`config.mk`:
```
export PLATFORM = sky130hd
export DESIGN_NAME = irq_sequencer
export DESIGN_NICKNAME = d
export VERILOG_FILES = /design/src/rtl/irq_sequencer.sv
export SDC_FILE = /design/constraint.sdc
export NUM_CORES = 1
export LEC_CHECK = 0
export CAP_MARGIN = 20
export CORE_ASPECT_RATIO = 0.9
export CORE_MARGIN = 1
export CORE_UTILIZATION = 40
export CTS_BUF_LIST = sky130_fd_sc_hd__clkbuf_4
export DETAILED_ROUTE_END_ITERATION = 6
export PLACE_DENSITY = 0.84
export SLEW_MARGIN = 20
export SYNTH_ARGS = -nofsm -noshare
export SYNTH_HDL_FRONTEND = slang
export SYNTH_SLANG_ARGS = --single-unit
```
`constraint.sdc`:
```
create_clock -name clk -period 1.4 [get_ports clk]
set_input_delay 0.28 -clock clk [delete_from_list [all_inputs] [get_ports clk]]
set_output_delay 0.28 -clock clk [all_outputs]
set_load 0.03 [all_outputs]
```
`src/rtl/irq_sequencer.sv`:
```
// ---------------------------------------------------------------------------
// irq_sequencer
//
// Single-level interrupt controller for the 16-bit processor's jump/control
// block. Raw interrupt lines are synchronised and rising-edge detected. Each
// edge latches a pending bit, and a CPU-written enable mask gates which
// pending bits may be arbitrated. The lowest eligible index wins.
//
// The winning request is presented on `interrupt` with its vector address.
// It stays in service until the program executes RETI. There is no nesting
// and no preemption.
//
// Ports:
//   clk        in   1   system clock, rising edge
//   reset      in   1   asynchronous active-high reset
//   irq_in     in   4   raw interrupt lines (asynchronous, rising edge counts)
//   mask_wr    in   1   enable-mask write strobe
//   mask_data  in   4   new enable mask (1 = enabled)
//   op         in   6   opcode of the instruction in execute
//   op_valid   in   1   op is valid this cycle
//   int_ack    in   1   jump/control block has taken the ISR jump
//   interrupt  out  1   request to the jump/control block
//   isr_addr   out  16  vector address of the active request
//   active_id  out  2   id of the request in REQ/SERVICE
//   pending    out  4   pending register
//   mask       out  4   enable-mask register
//   in_service out  4   one-hot in-service register
//   busy       out  1   controller is not idle
// ---------------------------------------------------------------------------
`timescale 1ns/1ps

module irq_sequencer #(
    parameter int          N_IRQ      = 4,
    parameter logic [15:0] VEC_BASE   = 16'h0100,
    parameter logic [15:0] VEC_STRIDE = 16'h0004,
    parameter logic [5:0]  OP_RETI    = 6'h3F
) (
    input  logic             clk,
    input  logic             reset,
    input  logic [N_IRQ-1:0] irq_in,
    input  logic             mask_wr,
    input  logic [N_IRQ-1:0] mask_data,
    input  logic [5:0]       op,
    input  logic             op_valid,
    input  logic             int_ack,
    output logic             interrupt,
    output logic [15:0]      isr_addr,
    output logic [1:0]       active_id,
    output logic [N_IRQ-1:0] pending,
    output logic [N_IRQ-1:0] mask,
    output logic [N_IRQ-1:0] in_service,
    output logic             busy
);

    localparam int ID_W = 2;

    typedef enum logic [1:0] {
        IDLE    = 2'd0,
        REQ     = 2'd1,
        SERVICE = 2'd2
    } state_t;

    state_t           state;

    logic [N_IRQ-1:0] sync_p0;
    logic [N_IRQ-1:0] sync_p1;
    logic [N_IRQ-1:0] dly_p2;
    logic [N_IRQ-1:0] edge_det;
    logic [N_IRQ-1:0] eligible;
    logic [N_IRQ-1:0] id_onehot;
    logic [N_IRQ-1:0] pend_clr;
    logic [ID_W-1:0]  win_id;

    // Vector address wraps modulo 2^16.
    function automatic logic [15:0] vec_addr(input logic [ID_W-1:0] id);
        return VEC_BASE + (VEC_STRIDE * {{(16-ID_W){1'b0}}, id});
    endfunction

    // Stage 0/1: two-flop synchroniser. Stage 2: delay flop for edge detect.
    always_ff @(posedge clk or posedge reset) begin
        if (reset) begin
            sync_p0 <= '0;
            sync_p1 <= '0;
            dly_p2  <= '0;
        end else begin
            sync_p0 <= irq_in;
            sync_p1 <= sync_p0;
            dly_p2  <= sync_p1;
        end
    end

    // A line held high yields exactly one edge because dly_p2 catches up.
    assign edge_det = sync_p1 & ~dly_p2;
    assign eligible = pending & mask;

    // Lowest index has priority: scan from the top so the lowest set bit
    // is written last.
    always_comb begin
        win_id = '0;
        for (int i = N_IRQ - 1; i >= 0; i--) begin
            if (eligible[i]) begin
                win_id = ID_W'(i);
            end
        end
    end

    always_comb begin
        id_onehot            = '0;
        id_onehot[active_id] = 1'b1;
    end

    // Acknowledge clears the served pending bit. A coincident new edge on
    // the same bit is OR-ed in afterwards, so the set wins.
    always_comb begin
        pend_clr = '0;
        if (state == REQ && int_ack) begin
            pend_clr = id_onehot;
        end
    end

    always_ff @(posedge clk or posedge reset) begin
        if (reset) begin
            state      <= IDLE;
            busy       <= 1'b0;
            interrupt  <= 1'b0;
            isr_addr   <= 16'h0000;
            active_id  <= '0;
            pending    <= '0;
            mask       <= '0;
            in_service <= '0;
        end else begin
            pending <= (pending & ~pend_clr) | edge_det;

            if (mask_wr) begin
                mask <= mask_data;
            end

            case (state)
                IDLE: begin
                    if (|eligible) begin
                        state     <= REQ;
                        busy      <= 1'b1;
                        active_id <= win_id;
                        isr_addr  <= vec_addr(win_id);
                        interrupt <= 1'b1;
                    end
                end
                // Request is frozen until acknowledged; later arrivals and
                // mask writes only affect the next arbitration.
                REQ: begin
                    if (int_ack) begin
                        state      <= SERVICE;
                        in_service <= id_onehot;
                        interrupt  <= 1'b0;
                    end
                end
                SERVICE: begin
                    if (op_valid && op == OP_RETI) begin
                        state      <= IDLE;
                        busy       <= 1'b0;
                        in_service <= '0;
                    end
                end
                default: begin
                    state      <= IDLE;
                    busy       <= 1'b0;
                    interrupt  <= 1'b0;
                    in_service <= '0;
                end
            endcase
        end
    end

endmodule

```
==> After elaboration in Yosys (flattened, before gate mapping) <==
Cells that the tools add are included.
Widths: inputs -> output; s select.
{ "totals": {"inputBits": 19, "wordCells": 58, "ff_bits": 46, "out_inout_bits": 32} }
{ "classes": {"reduce_logical": 10, "mux": 19, "bitwise_logic": 9, "eq_ne": 6, "addsub": 1, "n_lt_le_gt_ge": 2} }
{ "ops": {"columns": ["operator", "count"], "rows": [
  ["$mux 2", 7],
  ["$and 4x4->4", 3],
  ["$mux 4", 3],
  ["$pmux 4 s3", 1],
  ["$reduce_and 3->1", 4],
  ["$add 9x4->10 const A", 1],
  ["$not 4->4", 2],
  ["$eq 6x6->1 const B", 1],
  ["$ne 2x2->1 const B", 3],
  ["$pmux 1 s3", 2],
  ["$pmux 2 s3", 1],
  ["$mux 1", 4],
  ["$or 4x4->4", 1],
  ["$reduce_or 4->1", 1],
  ["$logic_and 1x1->1", 3],
  ["$lt 2x3->1 const B", 1],
  ["$not 1->1", 3],
  ["$demux 1 s2", 1],
  ["$eq 2x1->1 const B", 1],
  ["$eq 2x2->1 const B", 1],
  ["$ge 2x1->1 const B", 1],
  ["$logic_not 2->1", 1],
  ["$reduce_and 2->1", 1]
]} }

==> Longest topological paths before layout <==
{ "logic_depth": {"depth_word": 8, "ltp_mapped": 4, "ltp_nobuf": 3} }

==> Worst setup path before layout <==
Ideal clock, no wire load.
{ "synth_timing": {"path_type": "flip-flop to flip-flop", "startpoint": "register mask[0]", "endpoint": "register busy", "setup_time_ns": 0.124, "synth_period_minus_slack_ns": 1.352, "required_ns": 1.276, "setup_slack_ns": 0.048, "path_stages_with_launch": 4, "n_path_buf": 0, "arrival_time_ns": 1.228, "cell_sequence": "dfrtp_1 a22o_1 o21a_1 a211o_1"} }
{ "synth_via": {"elab_chain_len": 4} }
{ "synth_rtl": {"columns": ["element", "line", "rtl"], "rows": [
  ["start, declared", "50", "output logic [N_IRQ-1:0] mask,"],
  ["start signal, assigned", "135", "mask <= mask_data;"],
  ["$and 4x4->4", "94", "assign eligible = pending & mask;"],
  ["$reduce_or 4->1", "140", "if (|eligible) begin"],
  ["$ne 2x2->1 (no source line)", null, null],
  ["$reduce_and 3->1 (no source line)", null, null],
  ["end signal, assigned", "142", "busy <= 1'b1;"],
  ["end signal, assigned", "160", "busy <= 1'b0;"],
  ["end signal, assigned", "166", "busy <= 1'b0;"],
  ["end, declared", "52", "output logic busy"]
]} }
Every way passes these cells.
A chain may end at the register's enable or synchronous reset.

==> Worst setup path after layout <==
{ "layout_timing": {"startpoint": "register pending[1]", "endpoint": "output port pending[1]"} }
{ "layout_lines": {"columns": ["element", "line", "rtl"], "rows": [
  ["start, declared", "49", "output logic [N_IRQ-1:0] pending,"],
  ["start signal, assigned", "132", "pending <= (pending & ~pend_clr) | edge_det;"]
]} }
No word-level cell between the ends.

==> results.md <==
* Max Fclk at 733.3 MHz
* Synth top area cells: dfrtp_1, buf_4, mux2_2
* Met1 Wirelength at 1009 µm
* DR WL met3 at 152 µm
* Startpoint types: flop
* Peak supply drop at 916.6 µV
* Crit-path slowest cell: dfrtp_1
* Vias in the first global route at 941
* Switching part of the total at 42.63%
* Pre-CTS worst setup slack at -0.1294 ns
* Min Tclk post-route at 1.364 ns
* Count leader, synth: dfrtp_1
* Pwr dens at 1875 mW/mm²
* Initial Utilization at 41.94%
* CP Buf/Inv Count at 1
* Worst Path Max Fanout at 4
* Total number of vias at 925
* Critical-path cell list: clkdlybuf4s18_2
* DP Area at 0.001677 mm²
* Vias/cell at 4.768
* WL final at 2366 µm
* Switching Power at 0.001368 W
* Clk buf depth at 2
* First-pass GRT wire length at 3953 µm
* Seq cells post-synth at 31
* Met2 wire len at 1162 µm
* Top Layer Used: met4
* MaxCap Viol Count at 0
* GRT Overall Usage at 16.52%
* CP Class: flop to output pin
* Setup WS post-layout at 0.03633 ns
* Initial antenna violation count at 0
* Post-synth top cells: dfrtp_1, buf_4, inv_1
* Std cell rows at 19
* Final Hold Fails at 0
* Drt initial violations at 22
* Chip width at 61.78 µm
* Number of setup buffers added after CTS at 0
* Crit path max-delay family: flip-flops
* Setup violators final at 0
* Synthesized cell area at 0.001286 mm²
* Max Clock Skew at 0.01149 ns
* Placed cells at 186
* Routability cong. at 0.7906
* Combinational Power Share at 41.1%
* Syn Inst Count at 106
* Root buffer cell: clkbuf_4
* Core Region at 0.003067 mm²
* N_diodes at 0
* Area Growth Syn to Fin at 33.07%
* Die area at 0.003447 mm²
* Sequential power share at 42.4%
* HP Class: input pin to asynchronous set/reset pin
* Status: completed
* # nets final at 170
* Clock Sinks at 31
* TritonCTS clock tree: yes
* Post-synth EDFFs at 0
* Num CTS Buffers at 5
* DR DRC count at 0
* Slowest stage delay, CP at 0.42 ns
* Die height at 55.80 µm
* Post-CTS Hold Buffers at 0
* Clock share of power at 16.6%
* I/O pin cnt at 51
* H-tree depth at 2
* CTS resizes at 38
* Yosys top cell area share at 60.31%
* WP data arrival at 1.08 ns
* CP required at 1.12 ns
* Grt total ovfl at 0
* Remaining antenna violation count at 0
* Post-layout instance area at 0.001712 mm²
* Routed wire per std cell at 12.20 µm
* Period utilization at 97.40%
* Worst hold slack at 0.2570 ns
* Synth Warn # at 0
* Register area at 778.2 µm²
* Yosys top cell by area: dfrtp_1
* Dpl hpwl at 1795 µm
* Static Leak at 0.7646 nW
* 1st-pass router iterations at 2
* Filler instances at 272
* Post-synthesis sequential area ratio at 60.31%
* Mean Syn Cell Area at 12.13 µm²
* Fraction of layout cells with a size suffix above 1 at 25.66%
* Worst setup EP type: output pin
* RSZ-0062 raised after global routing: false
* Main synth FF type: dfrtp_1
* Area occupied by multi-input gates at 407.9 µm²
* Largest net degree at the start of global routing at 32
* Clock transition at path regs at 0.11 ns
* Clock Latency Late Sink at 0.34 ns
* Post-route non-filler standard cell count at 194
* IO buf count at 37
* Slew Viols, Final at 0
* Netlist cell types at 28
* Internal power at 0.001842 W
* Ys async rst share at 100.0%
## per-layer routing
metal  vias to the layer above  track usage, %
met3                         4           7.674
met5                         -               0
met2                        36           25.96
li1                        432               -
met1                       453           19.16
met4                         0           6.667
## final cells by class
cell class | count | share of cell area (%)
clock buffer | 5 | 2.193
clock inverter | 3 | 1.389
inverter | 8 | 1.754
multi-input combinational | 63 | 23.83
sequential | 31 | 45.47
tap | 42 | 3.070
timing repair buffer | 42 | 22.30
## logic make-up (layout without fill, tap and decap cells)
logic type,after synthesis,in the layout,share of synthesized area [%]
buf+inv,24,58,11.48
simple gates,14,14,6.325
other cells,1,13,0.2915
flops,31,31,60.31
compound gates,29,29,15.56
mux,7,7,6.031
## flip-flops by register name (all words and copies together) (netlist names), 2 cells and up
signal	count
mask	4
sync_p0	4
dly_p2	4
in_service	4
sync_p1	4
isr_addr	2
state	2
pending	4
## layout by cell type, fill, tap and decap left out, drive strengths merged
master,instances
a211o,1
a211oi,1
a21o,2
a21oi,6
a22o,3
a32o,1
and3,1
and4,2
buf,12
clkbuf,9
clkdlybuf4s15,6
clkdlybuf4s18,2
clkdlybuf4s50,18
clkinvlp,2
conb,13
dfrtp,31
inv,9
mux2,6
mux2i,1
nand2,3
nand2b,3
nand3b,1
nor2,3
o21a,1
o21ai,8
o21bai,1
o2bb2ai,4
o31ai,1
or2,1
## power groups by stage
stage | registers, W | clock network, W | logic (W)
after global placement | 0.00136 | 0 | 0.00137
final | 0.00136 | 0.000532 | 0.00132
after detailed placement | 0.00137 | 0 | 0.00140
after floorplan | 0.00160 | 0 | 0.000649
after global routing | 0.00140 | 0.000597 | 0.00142
after CTS | 0.00135 | 0.000544 | 0.00136
## final timing paths
check / end / slack (ns) / depth (start not counted) / from
hold reg to reg: sync_p1[0] / 0.36 / 0 / sync_p0[0]
min in group clk: sync_p1[0] / 0.36 / 0 / sync_p0[0]
setup reg to reg: busy / 0.08 / 3 / mask[0]
hold / removal: pending[2] / 0.26 / 3 / reset
max in group asynchronous: isr_addr[3] / 0.96 / 3 / reset
setup / recovery: pending[1] / 0.04 / 1 / pending[1]
## metrics by stage
| step | total power, W | util, % | setup TNS, ns |
|---|---|---|---|
| final | 0.003210 | 55.81 | 0 |
| after global routing | 0.003422 | 55.81 | 0 |
| after global placement | 0.002732 | 54.67 | -0.2572 |
| after detailed placement | 0.002772 | 54.67 | -0.5059 |
| after CTS | 0.003259 | 57.00 | 0 |
| after floorplan | 0.002245 | - | 0 |
(Power assumes the default switching activity.)
